===== config.mk =====
export PLATFORM = sky130hd
export DESIGN_NAME = maxpool2x2_axis_flat
export DESIGN_NICKNAME = d
export VERILOG_FILES = /design/src/rtl/cnn_pkg.sv /design/src/rtl/maxpool2x2_axis_if.sv /design/src/rtl/maxpool2x2_axis_line_buf.sv /design/src/rtl/maxpool2x2_axis.sv /design/src/flat_wrapper.sv
export SDC_FILE = /design/constraint.sdc
export NUM_CORES = 1
export LEC_CHECK = 0
export CAP_MARGIN = 20
export CORE_MARGIN = 2
export CORE_UTILIZATION = 32
export CTS_BUF_LIST = sky130_fd_sc_hd__clkbuf_4
export DETAILED_ROUTE_END_ITERATION = 10
export PLACE_DENSITY = 0.52
export SYNTH_ARGS = -nofsm -noshare
export SYNTH_HDL_FRONTEND = slang
export SYNTH_SLANG_ARGS = --single-unit

===== constraint.sdc =====
create_clock -name clk_i -period 6.8 [get_ports clk_i]
set_input_delay 0.68 -clock clk_i [delete_from_list [all_inputs] [get_ports clk_i]]
set_output_delay 0.68 -clock clk_i [all_outputs]
set_load 0.01 [all_outputs]

===== src/rtl/cnn_pkg.sv =====
// +--------------------------------------------------------------------+
// | cnn_pkg: shared CNN datapath defaults, pixel type and signed max.  |
// | Revision: 1.0                                                      |
// +--------------------------------------------------------------------+
`default_nettype none

package cnn_pkg;

   localparam int CNN_DATA_RES = 8;
   localparam int CNN_MAP_DIM  = 26;

   typedef logic signed [CNN_DATA_RES-1:0] pixel_t;

   function automatic pixel_t pix_max(input pixel_t a, input pixel_t b);
      return (a > b) ? a : b;
   endfunction

endpackage

`default_nettype wire


===== src/rtl/maxpool2x2_axis_if.sv =====
// +--------------------------------------------------------------------+
// | maxpool2x2_axis_if: AXI-Stream data/valid/last/ready bundle.       |
// | Revision: 1.0                                                      |
// +--------------------------------------------------------------------+
`default_nettype none

interface maxpool2x2_axis_if
   import cnn_pkg::*;
#(
   parameter int DATA_RES = CNN_DATA_RES
) ();

   logic [DATA_RES-1:0] tdata;
   logic                tvalid;
   logic                tlast;
   logic                tready;

   modport master (output tdata, output tvalid, output tlast, input  tready);
   modport slave  (input  tdata, input  tvalid, input  tlast, output tready);

endinterface

`default_nettype wire


===== src/rtl/maxpool2x2_axis_line_buf.sv =====
// +--------------------------------------------------------------------+
// | pool_line_buf: half-width line buffer of vertical partial maxima,  |
// | async read, sync write, no reset. Revision: 1.0                    |
// +--------------------------------------------------------------------+
`default_nettype none

module pool_line_buf
   import cnn_pkg::*;
#(
   parameter int DATA_RES = CNN_DATA_RES,
   parameter int DEPTH    = 13,
   parameter int AW       = 4
) (
   input  wire logic                clk_i,
   input  wire logic                we_i,
   input  wire logic [AW-1:0]       waddr_i,
   input  wire logic [DATA_RES-1:0] wdata_i,
   input  wire logic [AW-1:0]       raddr_i,
   output logic      [DATA_RES-1:0] rdata_o
);

   logic [DATA_RES-1:0] mem_q [DEPTH];

   always_ff @(posedge clk_i) begin
      if (we_i) begin
         mem_q[waddr_i] <= wdata_i;
      end
   end

   assign rdata_o = mem_q[raddr_i];

endmodule

`default_nettype wire


===== src/rtl/maxpool2x2_axis.sv =====
// +--------------------------------------------------------------------+
// | maxpool2x2_axis: streaming 2x2/stride-2 signed max-pool with tlast |
// | frame check. Optional macro RELU_EN clamps negative inputs to 0.   |
// | Revision: 1.0                                                      |
// +--------------------------------------------------------------------+
`default_nettype none

module maxpool2x2_axis
   import cnn_pkg::*;
#(
   parameter int DATA_RES = CNN_DATA_RES,
   parameter int MAP_DIM  = CNN_MAP_DIM
) (
   input  wire logic        clk_i,
   input  wire logic        resetn_i,
   maxpool2x2_axis_if.slave  s_axis,
   maxpool2x2_axis_if.master m_axis,
   output logic             frame_err_o
);

   localparam int OUT_DIM = MAP_DIM / 2;
   localparam int CW      = $clog2(MAP_DIM);
   localparam int AW      = (OUT_DIM > 1) ? $clog2(OUT_DIM) : 1;
   localparam bit ODD_DIM = (MAP_DIM % 2) == 1;
   localparam logic [CW-1:0] LAST_IDX  = CW'(MAP_DIM - 1);
   localparam logic [CW-1:0] POOL_LAST = CW'(2 * OUT_DIM - 1);

   typedef logic signed [DATA_RES-1:0] spix_t;

   function automatic spix_t smax(input spix_t a, input spix_t b);
      return (a > b) ? a : b;
   endfunction

   logic [CW-1:0] row_q, row_d;
   logic [CW-1:0] col_q, col_d;
   spix_t         hold_q, hold_d;
   spix_t         out_q, out_d;
   logic          out_vld_q, out_vld_d;
   logic          out_last_q, out_last_d;
   logic          err_q, err_d;

   logic          w_accept;
   logic          w_keep;
   logic          w_last_pix;
   spix_t         w_x;
   spix_t         w_lbuf_rd;
   spix_t         w_lbuf_wd;
   logic          w_lbuf_we;
   logic [AW-1:0] w_cp;

   assign s_axis.tready = !out_vld_q || m_axis.tready;
   assign w_accept      = s_axis.tvalid && s_axis.tready;
   assign w_last_pix    = (row_q == LAST_IDX) && (col_q == LAST_IDX);
   // Floor pooling: the trailing row/column of an odd map is consumed but ignored.
   assign w_keep        = !(ODD_DIM && ((row_q == LAST_IDX) || (col_q == LAST_IDX)));
   assign w_cp          = AW'(col_q >> 1);

`ifdef RELU_EN
   assign w_x = s_axis.tdata[DATA_RES-1] ? '0 : $signed(s_axis.tdata);
`else
   assign w_x = $signed(s_axis.tdata);
`endif

   pool_line_buf #(
      .DATA_RES (DATA_RES),
      .DEPTH    (OUT_DIM),
      .AW       (AW)
   ) u_line_buf (
      .clk_i    (clk_i),
      .we_i     (w_lbuf_we),
      .waddr_i  (w_cp),
      .wdata_i  (w_lbuf_wd),
      .raddr_i  (w_cp),
      .rdata_o  (w_lbuf_rd)
   );

   always_comb begin
      row_d      = row_q;
      col_d      = col_q;
      hold_d     = hold_q;
      out_d      = out_q;
      out_vld_d  = out_vld_q;
      out_last_d = out_last_q;
      err_d      = 1'b0;
      w_lbuf_we  = 1'b0;
      w_lbuf_wd  = smax(hold_q, w_x);

      if (m_axis.tready) begin
         out_vld_d = 1'b0;
      end

      if (w_accept) begin
         if (w_keep) begin
            unique case ({row_q[0], col_q[0]})
               2'b00: hold_d    = w_x;
               2'b01: w_lbuf_we = 1'b1;
               2'b10: hold_d    = smax(w_lbuf_rd, w_x);
               default: begin
                  out_d      = smax(hold_q, w_x);
                  out_vld_d  = 1'b1;
                  out_last_d = (row_q == POOL_LAST) && (col_q == POOL_LAST);
               end
            endcase
         end

         // Early tlast resyncs to the frame start; a missing tlast only flags.
         if (s_axis.tlast && !w_last_pix) begin
            err_d = 1'b1;
            row_d = '0;
            col_d = '0;
         end else begin
            if (!s_axis.tlast && w_last_pix) begin
               err_d = 1'b1;
            end
            if (col_q == LAST_IDX) begin
               col_d = '0;
               row_d = (row_q == LAST_IDX) ? '0 : row_q + 1'b1;
            end else begin
               col_d = col_q + 1'b1;
            end
         end
      end
   end

   always_ff @(posedge clk_i or negedge resetn_i) begin
      if (!resetn_i) begin
         row_q      <= '0;
         col_q      <= '0;
         hold_q     <= '0;
         out_q      <= '0;
         out_vld_q  <= 1'b0;
         out_last_q <= 1'b0;
         err_q      <= 1'b0;
      end else begin
         row_q      <= row_d;
         col_q      <= col_d;
         hold_q     <= hold_d;
         out_q      <= out_d;
         out_vld_q  <= out_vld_d;
         out_last_q <= out_last_d;
         err_q      <= err_d;
      end
   end

   assign m_axis.tdata  = out_q;
   assign m_axis.tvalid = out_vld_q;
   assign m_axis.tlast  = out_last_q;
   assign frame_err_o   = err_q;

endmodule

`default_nettype wire


===== src/flat_wrapper.sv =====
// flat-port wrapper written by rule: the top's interface ports become plain ports
module maxpool2x2_axis_flat import cnn_pkg::*;
#(
   parameter int DATA_RES = CNN_DATA_RES,
   parameter int MAP_DIM  = CNN_MAP_DIM
)
  (clk_i, resetn_i, frame_err_o, s_axis_tdata, s_axis_tvalid, s_axis_tlast, s_axis_tready, m_axis_tdata, m_axis_tvalid, m_axis_tlast, m_axis_tready);
  maxpool2x2_axis_if #(.DATA_RES(DATA_RES)) s_axis_i ();
  maxpool2x2_axis_if #(.DATA_RES(DATA_RES)) m_axis_i ();
  input  wire logic clk_i;
  input  wire logic resetn_i;
  output logic frame_err_o;
  input wire logic [$bits(s_axis_i.tdata)-1:0] s_axis_tdata;
  input wire logic [$bits(s_axis_i.tvalid)-1:0] s_axis_tvalid;
  input wire logic [$bits(s_axis_i.tlast)-1:0] s_axis_tlast;
  output wire logic [$bits(s_axis_i.tready)-1:0] s_axis_tready;
  output wire logic [$bits(m_axis_i.tdata)-1:0] m_axis_tdata;
  output wire logic [$bits(m_axis_i.tvalid)-1:0] m_axis_tvalid;
  output wire logic [$bits(m_axis_i.tlast)-1:0] m_axis_tlast;
  input wire logic [$bits(m_axis_i.tready)-1:0] m_axis_tready;
  assign s_axis_i.tdata = s_axis_tdata;
  assign s_axis_i.tvalid = s_axis_tvalid;
  assign s_axis_i.tlast = s_axis_tlast;
  assign s_axis_tready = s_axis_i.tready;
  assign m_axis_tdata = m_axis_i.tdata;
  assign m_axis_tvalid = m_axis_i.tvalid;
  assign m_axis_tlast = m_axis_i.tlast;
  assign m_axis_i.tready = m_axis_tready;
  maxpool2x2_axis #(.DATA_RES(DATA_RES), .MAP_DIM(MAP_DIM)) u_core (.clk_i(clk_i), .resetn_i(resetn_i), .s_axis(s_axis_i), .m_axis(m_axis_i), .frame_err_o(frame_err_o));
endmodule

; Word level (Yosys, flattened, before mapping)
; Memory sizes are Yosys's and may differ from the RTL's.
; Cells that the tools add are included.
[word_totals]
output_inout_bits = 12
wordCells = 50
ram_bits = 104
mem_bits_ro = 0
register_bits = 29
latch_bits = 0
mem_count = 1
[mem_list]
columns = name, depth, width, rd, rd_clocked_by_memory_dff, wr, line
row1 = u_core.u_line_buf.mem_q, 13, 8, 1, 0, 1, maxpool2x2_axis_line_buf.sv:22  ; logic [DATA_RES-1:0] mem_q [DEPTH];
[classes]
n_shift = 0
mux = 18
n_eq_ne = 4
div_mod_pow = 0
addsub = 2
n_reduce_logical = 15
n_mul = 0
bitwise_logic = 1
n_lt_le_gt_ge = 2
[ops]
columns = op, n
row1 = $mux 5, 5
row2 = $gt 8x8->1, 2
row3 = $mux 8, 2
row4 = $pmux 8 s2, 1
row5 = $add 5x1->5 const B, 2
row6 = $eq 5x5->1 const B, 2
row7 = $mux 1, 10
row8 = $reduce_and 2->1, 3
row9 = $logic_and 1x1->1, 4
row10 = $reduce_bool 2->1, 2
row11 = $logic_not 1->1, 3
row12 = $reduce_or 3->1, 1
row13 = $eq 2x1->1 const B, 1
row14 = $eq 2x2->1 const B, 1
row15 = $logic_not 2->1, 1
row16 = $logic_or 1x1->1, 1
row17 = $not 1->1, 1

; Depth between registers and ports, before layout
; Gate-level depths: netlist (run 1).
[logic_depth]
word_depth = 6
ltp_mapped = 11
depth_no_buf = 9

; Modules after synthesis
; Synthesis (run 1) repeated with hierarchy kept, for this count alone.
[hier_totals]
hier_cells = 394
area_unflattened_um2 = 5985.7
[modules_own_cells]
columns = module, area_per_inst_um2, instances, seq_area_each_um2, cells_each
row1 = pool_line_buf, 4066.4, 1, 3123.0, 184
row2 = maxpool2x2_axis, 1919.3, 1, 725.7, 210

; Worst setup path before layout (run 1)
; Ideal clock, no wire load.
[synth_path]
path_type = register to register
from = register u_core.col_q[2]
to = register u_core.hold_q[0]
setup_slack_ns = 3.712
setup_time_ns = 0.134
n_path_buf = 3
t_arrival_ns = 2.953
stages_incl_launch_ff = 12
t_required_ns = 6.666
cell_sequence = dfrtp_1 -> clkbuf_1 -> clkbuf_1 -> mux4_2 -> mux4_2 -> ha_1 -> nor2b_1 -> nor3b_1 -> o311a_1 -> buf_1 -> o21a_1 -> o211ai_1
[synth_via]
elab_chain_cells = 4
[synth_lines]
columns = item, line
row1 = "start, declared", maxpool2x2_axis.sv:35  ; logic [CW-1:0] col_q, col_d;
row2 = "start signal, assigned", maxpool2x2_axis.sv:136  ; col_q <= col_d;
row3 = $mem_v2 13x8 *, -
row4 = $gt 8x8->1, maxpool2x2_axis.sv:31  ; return (a > b) ? a : b;
row5 = $mux 8 *, maxpool2x2_axis.sv:31
row6 = $pmux 8 s2 *, maxpool2x2_axis.sv:94  ; unique case ({row_q[0], col_q[0]})
row7 = "end signal, assigned", maxpool2x2_axis.sv:137  ; hold_q <= hold_d;
row8 = "end, declared", maxpool2x2_axis.sv:36  ; spix_t hold_q, hold_d;
; Every way passes the cells marked *; elsewhere a longest branch is shown, timed or not.
; A chain may end at the register's enable or synchronous reset.

; Worst setup path in the final report (run 1)
[layout_path]
from = register u_core.col_q[1]
to = register u_core.hold_q[0]
; Same word-level chain as after synthesis.

==> results.py, run 1 <==
metrics = {
    "status": {
        "outcome": "complete, no violations",
    },
    "worst_setup_path": {
        "critical_path.max_stage_delay_ps": 630,
        "crit_arrival_ps": 4200,
        "worstPathMaxFanout": 31,
        "crit_chain": "buf_4 -> mux4_1 -> mux4_2 -> ha_1 -> nor2b_1 -> nor3b_1 -> o311a_1 -> o21a_1 -> o211ai_1",
        "crit_path_end_kind": "flop",
        "worstPathRequired_ps": 7200,
        "start_kind": "flop",
        "cp_slowest_cell": "mux4_1",
        "path_class": "reg2reg",
    },
    "timing": {
        "setup_tns_ps": 0,
        "whs_ps": 487.1,
        "max_freq_mhz": 262.6,
        "rsz0062_at_grt": "false",
        "setup_violations": 0,
        "period_share_pct": 55.99,
        "drv_slew": 0,
        "skew_ps": 21.69,
        "slew_headroom_pct": 27.55,
        "min_period_ps": 3808,
        "worstMarginPinSlew_ps": 1083,
        "hold_viol": 0,
    },
    "routing": {
        "drc": 0,
        "drt_first_pass_iters": 4,
        "vias": 3585,
        "drt-vias-per-instance": 5.303,
        "dr_wl_met2_mm": 6.595,
        "wl_met1_mm": 5.930,
        "wl_met3_microns": 611,
        "wl_per_cell_microns": 19.81,
        "drt_iter0_drc": 264,
        "highest_layer": "met4",
        "ant_nets": 0,
        "drt-total-wl_mm": 13.39,
    },
    "grt": {
        "antenna_found_initial": 0,
        "grt_usage_pct": 14.22,
        "grt_max_degree": 34,
        "overflow": 0,
        "first_global_vias": 3613,
        "grt_pass1_wl_mm": 21.01,
    },
    "place": {
        "hpwl_mm": 8.801,
        "place_congestion": 0.8342,
        "port_buffers": 24,
    },
    "power": {
        "ir_drop_mv": 0.08435,
        "powerDensity_nw_per_um2": 319.1,
        "leakagePower_nw": 2.357,
    },
    "floorplanning": {
        "die_width_microns": 141.9,
        "rows": 50,
        "initial_utilization_pct": 32.54,
        "dieArea_sq_um": 20140,
        "io_pins": 25,
        "fp.dieH_microns": 141.9,
        "core_sq_um": 18710,
    },
    "layout": {
        "register_area_sq_um": 3849,
        "utilization_pct": 36.86,
        "drive_gt1_share_pct": 18.10,
        "diodes": 0,
        "final_nets": 463,
        "area_delta_synth_final_pct": 13.30,
        "multi_input_area_sq_um": 2088,
        "fillers": 1739,
    },
    "logic_synthesis": {
        "synth_top_area_cell": "edfxtp_1",
        "syn_nets": 429,
        "yosysSeqAreaShare_pct": 63.24,
        "synth_edf_count": 104,
        "synth.top_cell.area_share_pct": 51.32,
        "avgSynthCellArea_sq_um": 15.41,
        "syn_inst": 395,
        "ys.warnings.count": 0,
        "synth_area_leaders": "edfxtp_1 51%, dfrtp_1 12%, mux4_1 6.5%",
        "synth_area_sq_um": 6086,
        "synth_most_common_cell": "edfxtp_1",
        "netlist_top_cells_count": "104 x edfxtp_1, 38 x nand2_1, 29 x dfrtp_1, 24 x o21ai_0, 21 x ha_1",
        "ys_seq_elements": 133,
        "async_flop_share_pct": 21.80,
        "yosys.cell_types.count": 48,
        "ys.flop_type": "edfxtp_1",
    },
    "clock_tree": {
        "worst_skew_pair.late_latency_ps": 530,
        "path_clk_slew_ps": 120,
        "cts_resized": 0,
        "post_cts_buffers": 0,
        "cts_tree": "yes",
        "numCtsBuffers": 17,
        "cts_max_level": 4,
        "hold_buffers": 0,
        "cts.sink_count": 133,
        "clockRootBuffer": "clkbuf_4",
        "clock_path_buffers": 2,
    },
    "flow_run": {
        "drv_cap": 0,
    },
    "worst_hold_path": {
        "hold_path_class": "reg2reg",
    },
}
-- cell usage in the layout, fill, tap and decap left out, types with 4 or more instances in the layout --
master and count:
inv_1 17, buf_4 6, nor2_1 16, nand3_1 6, o211ai_1 16, o311ai_0 5, edfxtp_1 104, mux4_2 17
mux4_1 15, nor2b_1 4, o21ai_0 22, o2111ai_1 8, ha_1 21, clkdlybuf4s50_1 24, nand2_1 38, nor3_2 6
dfrtp_1 29, a21oi_1 5, clkbuf_4 18
-- metrics by stage --
step | cell area (sq um) | setup WS [ps] | cells | power (mW)
after floorplan | 6086 | 3712 | 395 | 1.516
final | 6895 | 2992 | 676 | 2.201
after CTS | 6863 | 2934 | 672 | 2.217
after detailed placement | 6600 | 2599 | 640 | 1.722
after global routing | 6895 | 2762 | 676 | 2.329
after global placement | 6571 | 2655 | 636 | 1.694
-- where the power goes --
| group | internal, mW | switching (mW) | total (mW) |
|---|---|---|---|
| Clock | 0.189 | 0.303 | 0.492 |
| Sequential | 1.05 | 0.0415 | 1.10 |
| Combinational | 0.237 | 0.376 | 0.614 |
-- cells by family (layout without fill, tap and decap cells) --
logic type,count (synthesis),in the layout,share of synthesized area [%]
buf+inv,39,86,2.858
mux,35,35,13.32
compound gates,74,74,8.676
fa+ha+maj,21,21,4.317
simple gates,93,93,7.587
flops,133,133,63.24
-- cell type report --
type	count	share of cell area (%)
timing repair buffer	37	4.917
inverter	17	0.9254
clock inverter	14	1.851
clock buffer	18	1.960
sequential	133	55.82
multi-input combinational	223	30.28
tap	234	4.246
-- layer usage --
metal | global-route usage [%] | up-vias
li1 | - | 1659
met1 | 18.00 | 1809
met2 | 23.63 | 99
met3 | 3.814 | 18
met4 | 5.053 | 0
met5 | 0 | -
-- worst paths after layout --
path | slack [ps] | end | depth (start not counted) | start
worst max-delay path | 2990 | u_core.hold_q[0] | 9 | u_core.col_q[1]
worst min-delay path | 490 | u_core.row_q[4] | 1 | u_core.row_q[4]
worst max register to register | 2990 | u_core.hold_q[0] | 9 | u_core.col_q[1]
worst min register to register | 490 | u_core.row_q[4] | 1 | u_core.row_q[4]
max in group asynchronous | 5970 | u_core.hold_q[6] | 2 | resetn_i
min in group asynchronous | 530 | u_core.hold_q[2] | 2 | resetn_i
-- state kept, by name (all words and copies together), names as in the netlist --
register,count
u_core.col_q,5
u_core.m_axis.tlast,1
u_core.row_q,5
u_core.m_axis.tvalid,1
u_core.frame_err_o,1
u_core.m_axis.tdata,8
u_core.u_line_buf.mem_q,104
u_core.hold_q,8
-- worst max-delay path, delay by kind of cell, from the launching register on --
| family | cells | cell delay, ps |
|---|---|---|
| muxes | 2 | 1140 |
| adders and majority gates | 1 | 380 |
| DFF | 1 | 350 |
| and+or+nand+nor | 2 | 330 |
| AOI/OAI and AO/OA | 3 | 1020 |
| buffers and inverters | 1 | 440 |
Power figures use the tool's default switching activity.
==> inputs of run 2 (changes only) <==
--- a/config.mk
+++ b/config.mk
@@ -10,7 +10,7 @@
 export CORE_UTILIZATION = 32
 export CTS_BUF_LIST = sky130_fd_sc_hd__clkbuf_4
 export DETAILED_ROUTE_END_ITERATION = 10
-export PLACE_DENSITY = 0.52
+export PLACE_DENSITY = 0.54
 export SYNTH_ARGS = -nofsm -noshare
 export SYNTH_HDL_FRONTEND = slang
 export SYNTH_SLANG_ARGS = --single-unit
==> constraint.sdc (replaced) <==
create_clock -name clk_i -period 3.4 [get_ports clk_i]
set_input_delay 0.34 -clock clk_i [delete_from_list [all_inputs] [get_ports clk_i]]
set_output_delay 0.34 -clock clk_i [all_outputs]
set_load 0.01 [all_outputs]
==> results.py, run 2 (synthesis gave the netlist of run 1 again) <==
metrics = {
    "layout": {
        "final_cell_mix": "104 x edfxtp_1, 38 x nand2_1, 35 x buf_4",
        "drive_gt1_share_pct": 21.03,
        "final_nets": 488,
        "stdcell_area_sq_um": 7111,
        "area_delta_synth_final_pct": 16.84,
        "largest_reg_flops": 104,
        "final_common_cell": "edfxtp_1",
        "largest_register": "u_core.u_line_buf.mem_q",
    },
    "timing": {
        "rsz0062_at_grt": "false",
        "max_freq_mhz": 310.5,
        "worstMarginPinSlew_ps": 673.4,
        "skew_ps": 17.08,
        "min_period_ps": 3220,
        "drv_slew": 0,
        "slew_headroom_pct": 54.69,
        "hold_viol": 0,
        "setup_tns_ps": 0,
        "period_share_pct": 94.72,
        "setup_violations": 0,
    },
    "clock_tree": {
        "path_clk_slew_ps": 120,
        "cts_tree": "yes",
        "worst_skew_pair.late_latency_ps": 530,
        "clock_path_buffers": 2,
        "numCtsBuffers": 17,
        "cts_max_level": 4,
        "clockRootBuffer": "clkbuf_4",
        "cts.sink_count": 133,
    },
    "floorplanning": {
        "rows": 50,
        "io_pins": 25,
        "initial_utilization_pct": 32.54,
        "fp.dieH_microns": 141.9,
        "die_width_microns": 141.9,
        "dieArea_sq_um": 20140,
        "core_sq_um": 18710,
    },
    "worst_setup_path": {
        "worstPathRequired_ps": 3820,
        "crit_chain": "buf_12 -> mux4_1 -> mux4_2 -> ha_1 -> nand3_1 -> o311a_1 -> buf_4 -> o2111ai_1 -> o211ai_1",
        "reg2reg_from": "u_core.col_q[1]",
        "critical_path.max_stage_delay_ps": 580,
        "cp_slowest_cell": "mux4_1",
        "r2r_end": "u_core.hold_q[4]",
        "crit_arrival_ps": 3640,
        "crit_path_end_kind": "flop",
        "worstPathMaxFanout": 21,
        "path_class": "reg2reg",
        "r2r_slack_ps": 180,
        "start_kind": "flop",
        "rr_worst_depth": 9,
    },
    "worst_hold_path": {
        "hold_path_class": "in2async",
    },
    "routing": {
        "ant_nets": 0,
        "drt_first_pass_iters": 5,
        "drt-vias-per-instance": 5.224,
        "drt_iter0_drc": 286,
        "wl_per_cell_microns": 19.27,
        "vias": 3662,
        "drt-total-wl_mm": 13.51,
        "drc": 0,
    },
    "grt": {
        "grt_pass1_wl_mm": 21.47,
        "first_global_vias": 3696,
        "grt_max_degree": 34,
        "antenna_found_initial": 1,
        "overflow": 0,
        "grt_usage_pct": 14.42,
    },
    "power": {
        "leakagePower_nw": 2.482,
        "ir_drop_mv": 0.2158,
        "powerDensity_nw_per_um2": 639.8,
    },
    "place": {
        "place_congestion": 0.7972,
        "hpwl_mm": 9.236,
        "port_buffers": 24,
        "dpl_cell_area_sq_um": 6817,
    },
    "flow_run": {
        "drv_cap": 0,
    },
    "status": {
        "outcome": "complete, no violations",
    },
}
run 2: changes by cell type in the layout (fill, tap and decap cells not counted), sizes merged:
| cell | delta |
|---|---|
| bufinv | +1 |
| buf | +27 |
| inv | -2 |
| clkbuf | -3 |
| clkinv | +1 |
| diode | +1 |
run 2: repair_timing:
action,CTS,global route
resized for setup,0,3
setup buffers,0,2
hold buffers,0,0
endpoints found under the hold margin,0,0
endpoints found under the setup margin,0,8
run 2: metrics by stage:
stage / std cells / total power [mW] / worst slack (ps) / hold slack, ps / utilization, %
after floorplan: 395 / 3.033 / 312.3 / 44.41 / -
after global placement: 667 / 3.530 / 123.8 / 456.2 / 36.44
after detailed placement: 667 / 3.566 / 54.13 / 487.5 / 36.44
after CTS: 698 / 4.567 / 27.30 / 167.3 / 37.85
after global routing: 701 / 4.811 / 11.09 / 161.6 / 38.01
final: 701 / 4.549 / 179.6 / 188.9 / 38.01
run 2: worst max-delay path: cells and delay by family, from the launching register on:
kind	cells	cell delay (ps)
buffers and inverters	2	380
and+or+nand+nor	1	160
AOI/OAI and AO/OA	3	690
adders and majority gates	1	320
DFF	1	450
muxes	2	1080
run 2: routing by layer:
layer / global-route usage (%) / vias to the layer above / part of all wire [%]
li1: - / 1704 / -
met5: 0 / - / 0
met2: 23.20 / 103 / 48
met1: 19.35 / 1840 / 46
met4: 4.842 / 0 / 1.5
met3: 3.375 / 15 / 4.8
run 2: area by class of cell:
type | count | area (sq um)
flip-flops and latches | 133 | 3850
repair buffers | 62 | 563.0
inverters | 17 | 63.81
clock buffers | 17 | 127.6
diodes | 1 | 2.502
well taps | 234 | 292.8
multi-input cells | 223 | 2076
fillers | 1727 | 11590
clock inverters | 14 | 135.1
run 2: worst max path at each step:
stage	from	cells after the start	to
2_1_floorplan	u_core.col_q[2]	11	u_core.hold_q[0]
3_3_place_gp	u_core.col_q[1]	9	u_core.hold_q[4]
3_5_place_dp	u_core.col_q[1]	9	u_core.hold_q[4]
4_1_cts	u_core.col_q[1]	9	u_core.hold_q[3]
5_1_grt	u_core.col_q[1]	9	u_core.hold_q[1]
6_report	u_core.col_q[1]	9	u_core.hold_q[4]
run 2: power by group:
part | internal, mW | total, mW | switching, mW
clock | 0.425 | 0.999 | 0.574
sequential | 2.10 | 2.21 | 0.106
combinational | 0.572 | 1.34 | 0.768
total | 3.10 | 4.55 | 1.45
==> inputs of run 3 (changes only) <==
--- a/config.mk
+++ b/config.mk
@@ -5,7 +5,6 @@
 export SDC_FILE = /design/constraint.sdc
 export NUM_CORES = 1
 export LEC_CHECK = 0
-export CAP_MARGIN = 20
 export CORE_MARGIN = 2
 export CORE_UTILIZATION = 32
 export CTS_BUF_LIST = sky130_fd_sc_hd__clkbuf_4
==> results of run 3 <==
The final DEF is identical to that of run 2; final timing and power are the same.
